--- src/rtl/mem_arb_pkg.sv ---
// Shared definitions for the data RAM arbiter.
//   owner_t     : which requester a read slot belongs to (CPU or DMA)
//   rd_tag_t    : one stage of the read-owner pipeline {valid, owner}
//   *_DEF       : default AW/DW/RD_LAT/MAX_WAIT values
//   wait_cnt_w  : width of a counter that must hold 0..max_wait
package mem_arb_pkg;

  typedef enum logic {
    OWN_CPU = 1'b0,
    OWN_DMA = 1'b1
  } owner_t;

  typedef struct packed {
    logic   valid;
    owner_t owner;
  } rd_tag_t;

  localparam int AW_DEF       = 10;
  localparam int DW_DEF       = 32;
  localparam int RD_LAT_DEF   = 1;
  localparam int MAX_WAIT_DEF = 64;

  function automatic int wait_cnt_w(input int max_wait);
    return $clog2(max_wait + 1);
  endfunction

endpackage

--- src/rtl/rd_tag_pipe.sv ---
// RD_LAT-stage shift register of read-owner tags. A tag enters at stage 0
// in the cycle the RAM sees the read address and leaves the last stage in
// the cycle the RAM returns that read's data.
// Ports:
//   CLK     : system clock, rising edge
//   RST     : asynchronous active-low clear (drops every in-flight tag)
//   tag_in  : tag for the access issued this cycle
//   tag_out : tag matching the data currently on the RAM read bus
module rd_tag_pipe
  import mem_arb_pkg::*;
#(
  parameter int RD_LAT = RD_LAT_DEF
) (
  input  logic    CLK,
  input  logic    RST,
  input  rd_tag_t tag_in,
  output rd_tag_t tag_out
);

  rd_tag_t stage_q [RD_LAT];

  always_ff @(posedge CLK or negedge RST) begin
    if (!RST) begin
      for (int i = 0; i < RD_LAT; i++) stage_q[i] <= '0;
    end else begin
      stage_q[0] <= tag_in;
      for (int i = 1; i < RD_LAT; i++) stage_q[i] <= stage_q[i-1];
    end
  end

  assign tag_out = stage_q[RD_LAT-1];

endmodule

--- src/rtl/data_mem_arbiter.sv ---
// Shares one single-port data RAM between the CPU data port and a DMA/debug
// requester. The CPU cannot stall, so any CPU access owns the RAM in the
// cycle it is presented; the DMA side only gets the RAM on cycles the CPU
// leaves idle.
// Ports:
//   CLK, RST                 : clock (rising edge), async active-low reset
//   cpu_addr_i/wdata/we/re/byte : CPU data port (address bits [AW-1:0] used)
//   cpu_rdata_o              : RAM read data, passed straight through
//   dma_req_i, dma_addr_i, dma_wdata_i, dma_we_i, dma_byte_i : DMA request
//   dma_gnt_o                : DMA access accepted this cycle
//   dma_rvalid_o, dma_rdata_o: DMA read response, RD_LAT cycles after grant
//   dma_starved_o            : sticky, DMA denied MAX_WAIT cycles in a row
//   dma_clr_i                : clears dma_starved_o and the wait counter
//   ram_addr_o/wdata/we/byte, ram_rdata_i : data RAM port
//
// DMA handshake: the request is a valid/ready pair with dma_req_i as valid
// and dma_gnt_o as ready. A transfer happens in exactly the cycles where
// both are high. While dma_req_i is high and dma_gnt_o is low the requester
// holds addr/wdata/we/byte unchanged. A granted write is done that cycle; a
// granted read returns one dma_rvalid_o pulse RD_LAT cycles later, and
// multiple reads in flight return in issue order.
module data_mem_arbiter
  import mem_arb_pkg::*;
#(
  parameter int AW       = AW_DEF,
  parameter int DW       = DW_DEF,
  parameter int RD_LAT   = RD_LAT_DEF,
  parameter int MAX_WAIT = MAX_WAIT_DEF
) (
  input  logic          CLK,
  input  logic          RST,
  input  logic [31:0]   cpu_addr_i,
  input  logic [DW-1:0] cpu_wdata_i,
  input  logic          cpu_we_i,
  input  logic          cpu_re_i,
  input  logic          cpu_byte_i,
  output logic [DW-1:0] cpu_rdata_o,
  input  logic          dma_req_i,
  input  logic [AW-1:0] dma_addr_i,
  input  logic [DW-1:0] dma_wdata_i,
  input  logic          dma_we_i,
  input  logic          dma_byte_i,
  output logic          dma_gnt_o,
  output logic          dma_rvalid_o,
  output logic [DW-1:0] dma_rdata_o,
  output logic          dma_starved_o,
  input  logic          dma_clr_i,
  output logic [AW-1:0] ram_addr_o,
  output logic [DW-1:0] ram_wdata_o,
  output logic          ram_we_o,
  output logic          ram_byte_o,
  input  logic [DW-1:0] ram_rdata_i
);

  localparam int            CW      = wait_cnt_w(MAX_WAIT);
  localparam logic [CW-1:0] MAX_CNT = CW'(MAX_WAIT);

  logic          cpu_act;
  rd_tag_t       tag_in;
  rd_tag_t       tag_out;
  logic [CW-1:0] wait_cnt_q;
  logic [CW-1:0] wait_cnt_nxt;
  logic          unused_cpu_addr_hi;

  // Upper CPU address bits select nothing inside this RAM.
  assign unused_cpu_addr_hi = ^cpu_addr_i[31:AW];

  assign cpu_act = cpu_we_i | cpu_re_i;

  // RST is folded in so no grant can leak out while the block is in reset.
  assign dma_gnt_o = dma_req_i & ~cpu_act & RST;

  // RAM port mux. With neither side active the CPU fields still drive the
  // bus (address follows the CPU) but the write enable stays low.
  always_comb begin
    ram_addr_o  = cpu_addr_i[AW-1:0];
    ram_wdata_o = cpu_wdata_i;
    ram_we_o    = cpu_we_i & RST;
    ram_byte_o  = cpu_byte_i;
    if (dma_gnt_o) begin
      ram_addr_o  = dma_addr_i;
      ram_wdata_o = dma_wdata_i;
      ram_we_o    = dma_we_i;
      ram_byte_o  = dma_byte_i;
    end
  end

  // Tag every read with its owner so the response can be steered when the
  // RAM returns data. A DMA grant implies the CPU is idle, so the two
  // branches never compete.
  always_comb begin
    tag_in = '0;
    if (dma_gnt_o && !dma_we_i) begin
      tag_in.valid = 1'b1;
      tag_in.owner = OWN_DMA;
    end else if (cpu_re_i) begin
      tag_in.valid = 1'b1;
      tag_in.owner = OWN_CPU;
    end
  end

  rd_tag_pipe #(
    .RD_LAT (RD_LAT)
  ) u_rd_tag_pipe (
    .CLK     (CLK),
    .RST     (RST),
    .tag_in  (tag_in),
    .tag_out (tag_out)
  );

  assign dma_rvalid_o = tag_out.valid & (tag_out.owner == OWN_DMA);
  assign dma_rdata_o  = ram_rdata_i;
  assign cpu_rdata_o  = ram_rdata_i;

  // Consecutive-denial counter: restarts on grant, holds while the DMA side
  // is quiet, saturates at MAX_WAIT.
  always_comb begin
    wait_cnt_nxt = wait_cnt_q;
    if (dma_gnt_o) begin
      wait_cnt_nxt = '0;
    end else if (dma_req_i && (wait_cnt_q != MAX_CNT)) begin
      wait_cnt_nxt = wait_cnt_q + CW'(1);
    end
  end

  // The flag is set on the edge where the counter reaches MAX_WAIT, so it is
  // visible right after the MAX_WAIT-th denied cycle. Clear beats set.
  always_ff @(posedge CLK or negedge RST) begin
    if (!RST) begin
      wait_cnt_q    <= '0;
      dma_starved_o <= 1'b0;
    end else if (dma_clr_i) begin
      wait_cnt_q    <= '0;
      dma_starved_o <= 1'b0;
    end else begin
      wait_cnt_q <= wait_cnt_nxt;
      if (wait_cnt_nxt == MAX_CNT) dma_starved_o <= 1'b1;
    end
  end

endmodule

--- config.mk ---
export PLATFORM = sky130hd
export DESIGN_NAME = data_mem_arbiter
export DESIGN_NICKNAME = d
export VERILOG_FILES = /design/src/rtl/mem_arb_pkg.sv /design/src/rtl/rd_tag_pipe.sv /design/src/rtl/data_mem_arbiter.sv
export SDC_FILE = /design/constraint.sdc
export NUM_CORES = 1
export LEC_CHECK = 0
export BUFFER_PORTS_ARGS = -buffer_cell sky130_fd_sc_hd__buf_4
export CAP_MARGIN = 20
export CORE_AREA = 2 2 99 101
export CTS_CLUSTER_DIAMETER = 50
export DETAILED_ROUTE_END_ITERATION = 10
export DIE_AREA = 0 0 101 103
export HOLD_SLACK_MARGIN = 0.12
export PLACE_DENSITY = 0.55
export SLEW_MARGIN = 0
export SYNTH_ARGS = -nofsm -noshare
export SYNTH_HDL_FRONTEND = slang
export SYNTH_SLANG_ARGS = --single-unit
export TNS_END_PERCENT = 20
--- constraint.sdc ---
create_clock -name CLK -period 2.3 [get_ports CLK]
set_clock_uncertainty 0.1 [all_clocks]
set_input_delay 0.69 -clock CLK [delete_from_list [all_inputs] [get_ports CLK]]
set_output_delay 0.69 -clock CLK [all_outputs]
set_load 0.05 [all_outputs]
==> results_dict.tcl, run 1 <==
set metrics [dict create \
    combPwrFrac 0.586 \
    power.switching_mw 0.378 \
    post-route-min-period_ns 2.65 \
    ys_warn_count 0 \
    async_reset_ff_frac 1.00 \
    maxSlewViolCount 0 \
    worst_slack_ns -0.353 \
    r2r_slack_ns 0.47 \
    io_pins 258 \
    dp_hpwl_um 3970 \
    reg2reg_from "wait_cnt_q[0]" \
    p_leak_nw 1.52 \
    cp-start-kind "input pin" \
    ys_ff_latch 10 \
    finalSetupViolations 45 \
    cp_slowest_cell "mux2_4" \
    drcViolationCount 0 \
    hold_violations 0 \
    pwr-share-seq 0.185 \
    hold_path_class "in2async" \
    syn_area_per_cell_um2 9.14 \
    yosysSeqAreaShare 0.159 \
    rsz0062_at_grt "yes" \
    power_density_nw_per_um2 352 \
    vias 1488 \
    antenna_found_initial 0 \
    arrival_ns 1.86 \
    die-area_um2 10400 \
    wl_um 5280 \
    cts_hold_buf 0 \
    die_w_um 101 \
    antennaDiodeCount 0 \
    numCtsBuffers 3 \
    final_area_um2 2880 \
    worst-endpoint-required_ns 1.51 \
    ant_nets 0 \
    violations "negative setup slack" \
    clk_latency_ns 0.25 \
    wl_per_cell_um 14.1 \
    fin_crit_sh 1.15 \
    worstMarginPinSlew_ns 0.259 \
    grt_max_degree 13 \
    final_nets 410 \
    synthFlopType "dfrtp_1" \
    power_frac_clock 0.229 \
    post_dp_cell_area_um2 2500 \
    synth_area_leader_cell "mux2_2" \
    initial_core_util 0.166 \
    fmax_mhz 377 \
    synth.area.top_cells "mux2_2 31%, buf_4 31%, dfrtp_1 16%" \
    drive_gt1_frac 0.792 \
    clock_tree.root_cell "clkbuf_8" \
    yosys.area.top_type_share 0.308 \
    swShare 0.373 \
    cp-endpoint "ram_wdata_o[11]" \
    critical_path_class "in2out" \
    ys_types 33 \
    path_max_fanout 8 \
    synth_edf_count 0 \
    crit_chain "buf_6 -> nand4bb_4 -> buf_12 -> buf_16 -> mux2_4 -> buf_8" \
    pre_cts_slack_ns -0.411 \
    cts_num_sinks 10 \
    coreArea_um2 9460 \
    area_growth_syn_to_layout_pct 83.0 \
    drt_iter0_markers 81 \
    gp_congestion 0.800 \
    yosysMostFrequentCell "buf_4" \
    reg2reg_to "dma_starved_o" \
    synth_common_cells "64 x buf_4, 43 x mux2_2, 10 x dfrtp_1" \
    crit_start "cpu_re_i" \
    p_total_mw 1.01 \
    netlist_area_um2 1570 \
    htreeDepth 1 \
    vdd_drop_max_uv 143 \
    synth_nets 321 \
    grt_pass1_vias 1454 \
    die_height_um 103 \
    relSlewSlack 0.827 \
    viasPerCell 3.98 \
    hold_slack_ns 0.288 \
    grt_pass1_wl_um 7020 \
    worstSetupEndpointType "output port" \
    grt_util_all_layers 0.0854 \
    path_clk_slew_ns 0.05 \
    cpPeakStageDelay_ns 0.32 \
    intPower_mw 0.634 \
    rows 36 \
    synth_cells 172 \
    status "complete, but fails checks" \
    portBuffers 139 \
    dr.pass1.iters 4 \
    cts_buffer_depth 2 \
    finalNonFillerCells 374 \
    overflow 0 \
    placed_cells 365 \
    cap_violations 0 \
    rr_worst_depth 5 \
    cts_tree "done" \
]
layer usage:
layer	GRT usage	up-vias	part of all wire
met2	0.147	87	0.50
met1	0.0990	678	0.38
met4	0.0385	0	0.022
met5	0	-	0
met3	0.0244	12	0.10
li1	-	711	-
cell families (layout without fill, tap and decap cells):
kind of cell / after synthesis / count (layout) / synth area share
buffers and inverters: 73 / 161 / 0.331
muxes: 44 / 44 / 0.314
and+or+nand+nor: 28 / 28 / 0.108
AOI/OAI and AO/OA: 12 / 12 / 0.0549
DFF: 10 / 10 / 0.159
xor gates and xnor gates: 3 / 3 / 0.0167
adders and majority gates: 2 / 2 / 0.0159
critical path, delay by kind of cell:
kind          cells  cell delay (ns)
buf+inv           4             0.58
simple gates      1             0.26
mux               1             0.32
repair_timing:
item	in CTS	in global routing
setup buffers	2	0
resized for setup	54	0
gates cloned	3	0
pin swaps	1	0
setup endpoints to repair	45	45
through the flow:
| step | TNS (ns) | utilization |
|---|---|---|
| 6_report | -14.03 | 0.304 |
| 5_1_grt | -15.38 | 0.304 |
| 4_1_cts | -13.82 | 0.304 |
| 3_5_place_dp | -16.50 | 0.265 |
| 3_3_place_gp | -16.50 | 0.265 |
| 2_1_floorplan | -3.99 | - |
flip-flops by register name (all words and copies together), names as in the netlist:
register	flops
dma_starved_o	1
u_rd_tag_pipe.tag_out	2
wait_cnt_q	7
area by class of cell:
type,count,area [µm²]
Clock buffer,4,55.1
Tap cell,114,143
Fill cell,951,6580
Multi-Input combinational cell,89,970
Timing Repair Buffer,153,1440
Sequential cell,10,250
Inverter,4,18.8
layout by cell type, fill, tap and decap left out, types with 2 or more instances in the layout:
master,count
nand4_1,2
a21oi_1,3
buf_12,2
nor3_1,3
dfrtp_1,10
o32ai_1,2
o21ai_0,2
nor2_1,6
xor2_1,2
buf_8,4
inv_1,3
buf_6,42
mux2_4,40
ha_1,2
nand2_1,3
nor3b_1,2
buf_4,101
mux2_2,3
clkbuf_8,4
buf_16,4
power by group through the flow:
| stage | Combinational [mW] | Clock, mW | Sequential (mW) |
|---|---|---|---|
| 2_1_floorplan | 0.612 | 0 | 0.189 |
| 3_3_place_gp | 0.529 | 0 | 0.190 |
| 3_5_place_dp | 0.532 | 0 | 0.190 |
| 4_1_cts | 0.597 | 0.233 | 0.187 |
| 5_1_grt | 0.620 | 0.238 | 0.188 |
| 6_report | 0.593 | 0.232 | 0.187 |
worst min path at each step:
stage,startpoint,end,slack [ns],cells past startpoint
2_1_floorplan,RST,dma_starved_o,0.29,0
3_3_place_gp,dma_starved_o,dma_starved_o,0.43,2
3_5_place_dp,dma_starved_o,dma_starved_o,0.45,2
4_1_cts,RST,wait_cnt_q[5],0.30,2
5_1_grt,RST,wait_cnt_q[1],0.31,2
6_report,RST,wait_cnt_q[5],0.29,2
Note: power is estimated with default switching activity, not from simulation.
==> inputs of run 2 (changes only) <==
--- a/config.mk
+++ b/config.mk
@@ -12,7 +12,7 @@
 export DETAILED_ROUTE_END_ITERATION = 10
 export DIE_AREA = 0 0 101 103
 export HOLD_SLACK_MARGIN = 0.12
-export PLACE_DENSITY = 0.55
+export PLACE_DENSITY = 0.53
 export SLEW_MARGIN = 0
 export SYNTH_ARGS = -nofsm -noshare
 export SYNTH_HDL_FRONTEND = slang
==> constraint.sdc (replaced) <==
create_clock -name CLK -period 3.14 [get_ports CLK]
set_clock_uncertainty 0.1 [all_clocks]
set_input_delay 0.942 -clock CLK [delete_from_list [all_inputs] [get_ports CLK]]
set_output_delay 0.942 -clock CLK [all_outputs]
set_load 0.05 [all_outputs]
==> results_dict.tcl, run 2 (same netlist as run 1, synthesis figures left out) <==
set metrics [dict create \
    die_height_um 103 \
    rows 36 \
    final.setup.tns_ns 0 \
    relSlewSlack 0.804 \
    cts_tree "done" \
    mostFrequentLayoutCells "142 x buf_4, 43 x mux2_2, 10 x dfrtp_1" \
    power_density_nw_per_um2 275 \
    antenna_found_initial 0 \
    vias 1478 \
    post-route-min-period_ns 3.08 \
    finalNonFillerCells 367 \
    worstSetupEndpointType "output port" \
    cts_buffer_depth 2 \
    clock_tree.root_cell "clkbuf_8" \
    critical_path_class "in2out" \
    ant_nets 0 \
    placed_cells 362 \
    drt_iter0_markers 18 \
    vdd_drop_max_uv 106 \
    hold_path_class "reg2reg" \
    cap_violations 0 \
    htreeDepth 1 \
    worst-endpoint-required_ns 2.10 \
    status "completed" \
    largest_reg_flops 7 \
    finalSetupViolations 0 \
    grt_max_degree 30 \
    cpPeakStageDelay_ns 0.28 \
    grt_pass1_vias 1364 \
    numCtsBuffers 3 \
    fin_crit_sh 0.981 \
    io_pins 258 \
    cp-start-kind "input pin" \
    hold_violations 0 \
    worstMarginPinSlew_ns 0.294 \
    wl_per_cell_um 13.6 \
    die-area_um2 10400 \
    cp_slowest_cell "nand4bb_4" \
    maxSlewViolCount 0 \
    worst-path-buf-inv 3 \
    initial_core_util 0.166 \
    antennaDiodeCount 0 \
    gp_congestion 0.757 \
    clk_latency_ns 0.23 \
    path_clk_slew_ns 0.05 \
    cp_common_cell "buf_4" \
    grt_pass1_wl_um 6600 \
    cts_hold_buf 0 \
    area_growth_syn_to_layout_pct 54.1 \
    regMostFlops "wait_cnt_q" \
    rsz0062_at_grt "no" \
    dp_hpwl_um 4130 \
    grt_util_all_layers 0.0800 \
    viasPerCell 4.03 \
    dr.pass1.iters 2 \
    arrival_ns 2.04 \
    p_total_mw 0.665 \
    p_leak_nw 1.19 \
    cts_num_sinks 10 \
    final_nets 403 \
    crit_chain "buf_4 -> nand4bb_4 -> clkbuf_16 -> mux2_2 -> buf_4" \
    portBuffers 139 \
    fmax_mhz 325 \
    coreArea_um2 9460 \
    final_common_cell "buf_4" \
    hold_slack_ns 0.446 \
    wl_um 5000 \
    drcViolationCount 0 \
    die_w_um 101 \
    path_max_fanout 14 \
    crit_family "buffers and inverters" \
    overflow 0 \
    drive_gt1_frac 0.783 \
]
-- run 2: changes by cell type in the layout (fill, tap and decap cells not counted) --
| cell | before | now |
|---|---|---|
| mux2_2 | 3 | 43 |
| clkbuf_16 | 0 | 1 |
| buf_6 | 42 | 1 |
| buf_16 | 4 | 0 |
| a22o_2 | 1 | 0 |
| buf_4 | 101 | 142 |
| inv_2 | 0 | 1 |
| buf_8 | 4 | 0 |
| a22o_1 | 1 | 2 |
| mux2_4 | 40 | 0 |
| clkinvlp_4 | 1 | 0 |
-- run 2: power by group --
part	switching, mW	total, mW	internal [mW]
Combinational	0.198	0.366	0.168
Sequential	0.00509	0.138	0.133
Clock	0.0515	0.162	0.110
-- run 2: final timing paths --
path | start | end | slack (ns) | cells past startpoint
max | cpu_we_i | ram_wdata_o[9] | 0.06 | 5
min in group asynchronous | RST | wait_cnt_q[3] | 0.58 | 2
max in group asynchronous | RST | wait_cnt_q[5] | 2.21 | 2
max reg2reg | wait_cnt_q[0] | dma_starved_o | 1.25 | 5
min | dma_starved_o | dma_starved_o | 0.45 | 2
min reg2reg | dma_starved_o | dma_starved_o | 0.45 | 2
-- run 2: metal layers --
metal | vias to the layer above | GRT usage | part of all wire
met5 | - | 0 | 0
met4 | 0 | 0.0385 | 0.022
met3 | 14 | 0.0210 | 0.080
met2 | 82 | 0.130 | 0.51
met1 | 688 | 0.0990 | 0.39
li1 | 694 | - | -
-- run 2: worst min-delay path: cells and delay by family (launching register included) --
family,cells,cell delay [ns]
compound gates,1,0.07
buf+inv,1,0.05
flops,1,0.38
-- run 2: area by class of cell --
class                      count  area, µm²
multi-input combinational     89        818
tap                          114        143
clock buffer                   4       55.1
inverter                       4       15.0
timing repair buffer         146       1140
fill                        1012       7040
sequential                    10        250
-- run 2: timing repair --
action,in CTS,in global routing
buffers inserted,0,0
resized for setup,0,3
endpoints found under the setup margin,0,21
-- run 2: stage by stage --
stage / setup slack, ns / area (µm²) / util
floorplan: 0.118 / 1570 / -
global placement: 0.00225 / 2330 / 0.246
detailed placement: 0.0109 / 2330 / 0.246
CTS: 0.00359 / 2380 / 0.252
global route: 0.0192 / 2420 / 0.256
finish: 0.0584 / 2420 / 0.256
==> inputs of run 3 (changes only) <==
--- a/config.mk
+++ b/config.mk
@@ -12,7 +12,8 @@
 export DETAILED_ROUTE_END_ITERATION = 10
 export DIE_AREA = 0 0 101 103
 export HOLD_SLACK_MARGIN = 0.12
-export PLACE_DENSITY = 0.53
+export PLACE_DENSITY = 0.57
+export REMOVE_ABC_BUFFERS = 1
 export SLEW_MARGIN = 0
 export SYNTH_ARGS = -nofsm -noshare
 export SYNTH_HDL_FRONTEND = slang
==> results_dict.tcl, run 3 (same netlist as run 1, synthesis figures left out) <==
set metrics [dict create \
    rsz0062_at_grt "no" \
    coreArea_um2 9460 \
    post-route-util 0.262 \
    p_total_mw 0.676 \
    fmax_mhz 325 \
    initial_core_util 0.166 \
    path_clk_slew_ns 0.05 \
    vdd_drop_max_uv 103 \
    cts_setup_buffers 0 \
    cp-endpoint "ram_wdata_o[19]" \
    cap_violations 0 \
    maxSlewViolCount 0 \
    wl_um 6890 \
    antenna_found_initial 0 \
    dr.pass1.iters 4 \
    met1_length_um 2390 \
    overflow 0 \
    viasPerCell 4.41 \
    drt_iter0_markers 41 \
    multiInputGateArea_um2 818 \
    fin_crit_sh 0.981 \
    worstMarginPinSlew_ns 0.319 \
    post_dp_cell_area_um2 2300 \
    clock_tree.root_cell "clkbuf_8" \
    finalSetupViolations 0 \
    regMostFlops "wait_cnt_q" \
    cts_hold_buf 0 \
    rr_worst_depth 5 \
    die_height_um 103 \
    area_growth_syn_to_layout_pct 57.4 \
    gp_congestion 0.755 \
    r2r_slack_ns 1.25 \
    hold_depth 2 \
    die-area_um2 10400 \
    path_max_fanout 21 \
    numCtsBuffers 3 \
    cp-start-kind "input pin" \
    wl_met2_um 2930 \
    relSlewSlack 0.787 \
    reg2reg_from "wait_cnt_q[0]" \
    portBuffers 139 \
    grt_pass1_vias 1448 \
    hold_path_class "reg2reg" \
    power_density_nw_per_um2 273 \
    reg2reg_to "dma_starved_o" \
    mostFrequentLayoutCells "120 x buf_4, 43 x mux2_2, 22 x buf_6" \
    dp_hpwl_um 5660 \
    arrival_ns 2.04 \
    p_leak_nw 1.21 \
    final_common_cell "buf_4" \
    cts_num_sinks 10 \
    critical_path_class "in2out" \
    hold_slack_ns 0.455 \
    grt_max_degree 44 \
    post-route-min-period_ns 3.08 \
    clk_latency_ns 0.24 \
    largest_reg_flops 7 \
    fill_cells 1002 \
    vias 1611 \
    crit_start "cpu_we_i" \
    drcViolationCount 0 \
    final_area_um2 2470 \
    seq_area_um2 250 \
    antennaDiodeCount 0 \
    cts_buffer_depth 2 \
    hold_violations 0 \
    dr.max_layer_used "met5" \
    ant_nets 0 \
    routed-wl-met3_um 1500 \
    rows 36 \
    worstSetupEndpointType "output port" \
    grt_util_all_layers 0.115 \
    io_pins 258 \
    status "completed" \
    grt_pass1_wl_um 8960 \
    final_nets 401 \
    htreeDepth 1 \
    die_w_um 101 \
    wl_per_cell_um 18.9 \
    cts_tree "done" \
    worst-endpoint-required_ns 2.10 \
    drive_gt1_frac 0.777 \
]
## run 3: cell count changes in the layout (fill, tap and decap cells not counted)
cell | before | now
buf_6 | 1 | 22
inv_2 | 1 | 0
buf_12 | 2 | 1
inv_1 | 3 | 4
buf_4 | 142 | 120
## run 3: layout make-up
cell class / count / area share
tap: 114 / 0.0576
inverter: 4 / 0.00607
clock buffer: 4 / 0.0222
timing repair buffer: 144 / 0.482
multi-input combinational: 89 / 0.331
sequential: 10 / 0.101
## run 3: repair_timing
| action | 4_1_cts | 5_1_grt |
|---|---|---|
| endpoints found under the setup margin | 0 | 43 |
| hold endpoints to repair | 0 | 0 |
| gates resized for setup | 0 | 23 |
## run 3: worst min-delay path by stage
stage                               end           from
after global placement    dma_starved_o  dma_starved_o
after global routing      dma_starved_o  dma_starved_o
after detailed placement  dma_starved_o  dma_starved_o
after CTS                 dma_starved_o  dma_starved_o
final                     dma_starved_o  dma_starved_o
after floorplan           wait_cnt_q[3]  wait_cnt_q[3]
## run 3: power breakdown
group,internal [mW],leakage (nW),switching [mW]
combinational,0.176,1.04,0.198
clock,0.110,0.0288,0.0530
sequential,0.132,0.136,0.00464
## run 3: worst max-delay path: stages
cell and delay [ns]:
buf_4 0.12, nand4bb_4 0.28, clkbuf_16 0.24, mux2_2 0.29
buf_6 0.15
## run 3: through the flow
| stage | worst slack (ns) | TNS (ns) | std cells |
|---|---|---|---|
| 2_1_floorplan | -1.73 | -53.28 | 103 |
| 3_3_place_gp | 0.0109 | 0 | 360 |
| 3_5_place_dp | 0.000918 | 0 | 360 |
| 4_1_cts | 0.000962 | 0 | 364 |
| 5_1_grt | 0.00136 | 0 | 365 |
| 6_report | 0.0592 | 0 | 365 |
## run 3: layer usage
layer,up-vias,track usage
li1,688,-
met1,740,0.132
met2,173,0.145
met3,8,0.118
met4,2,0.0177
met5,-,0.0625
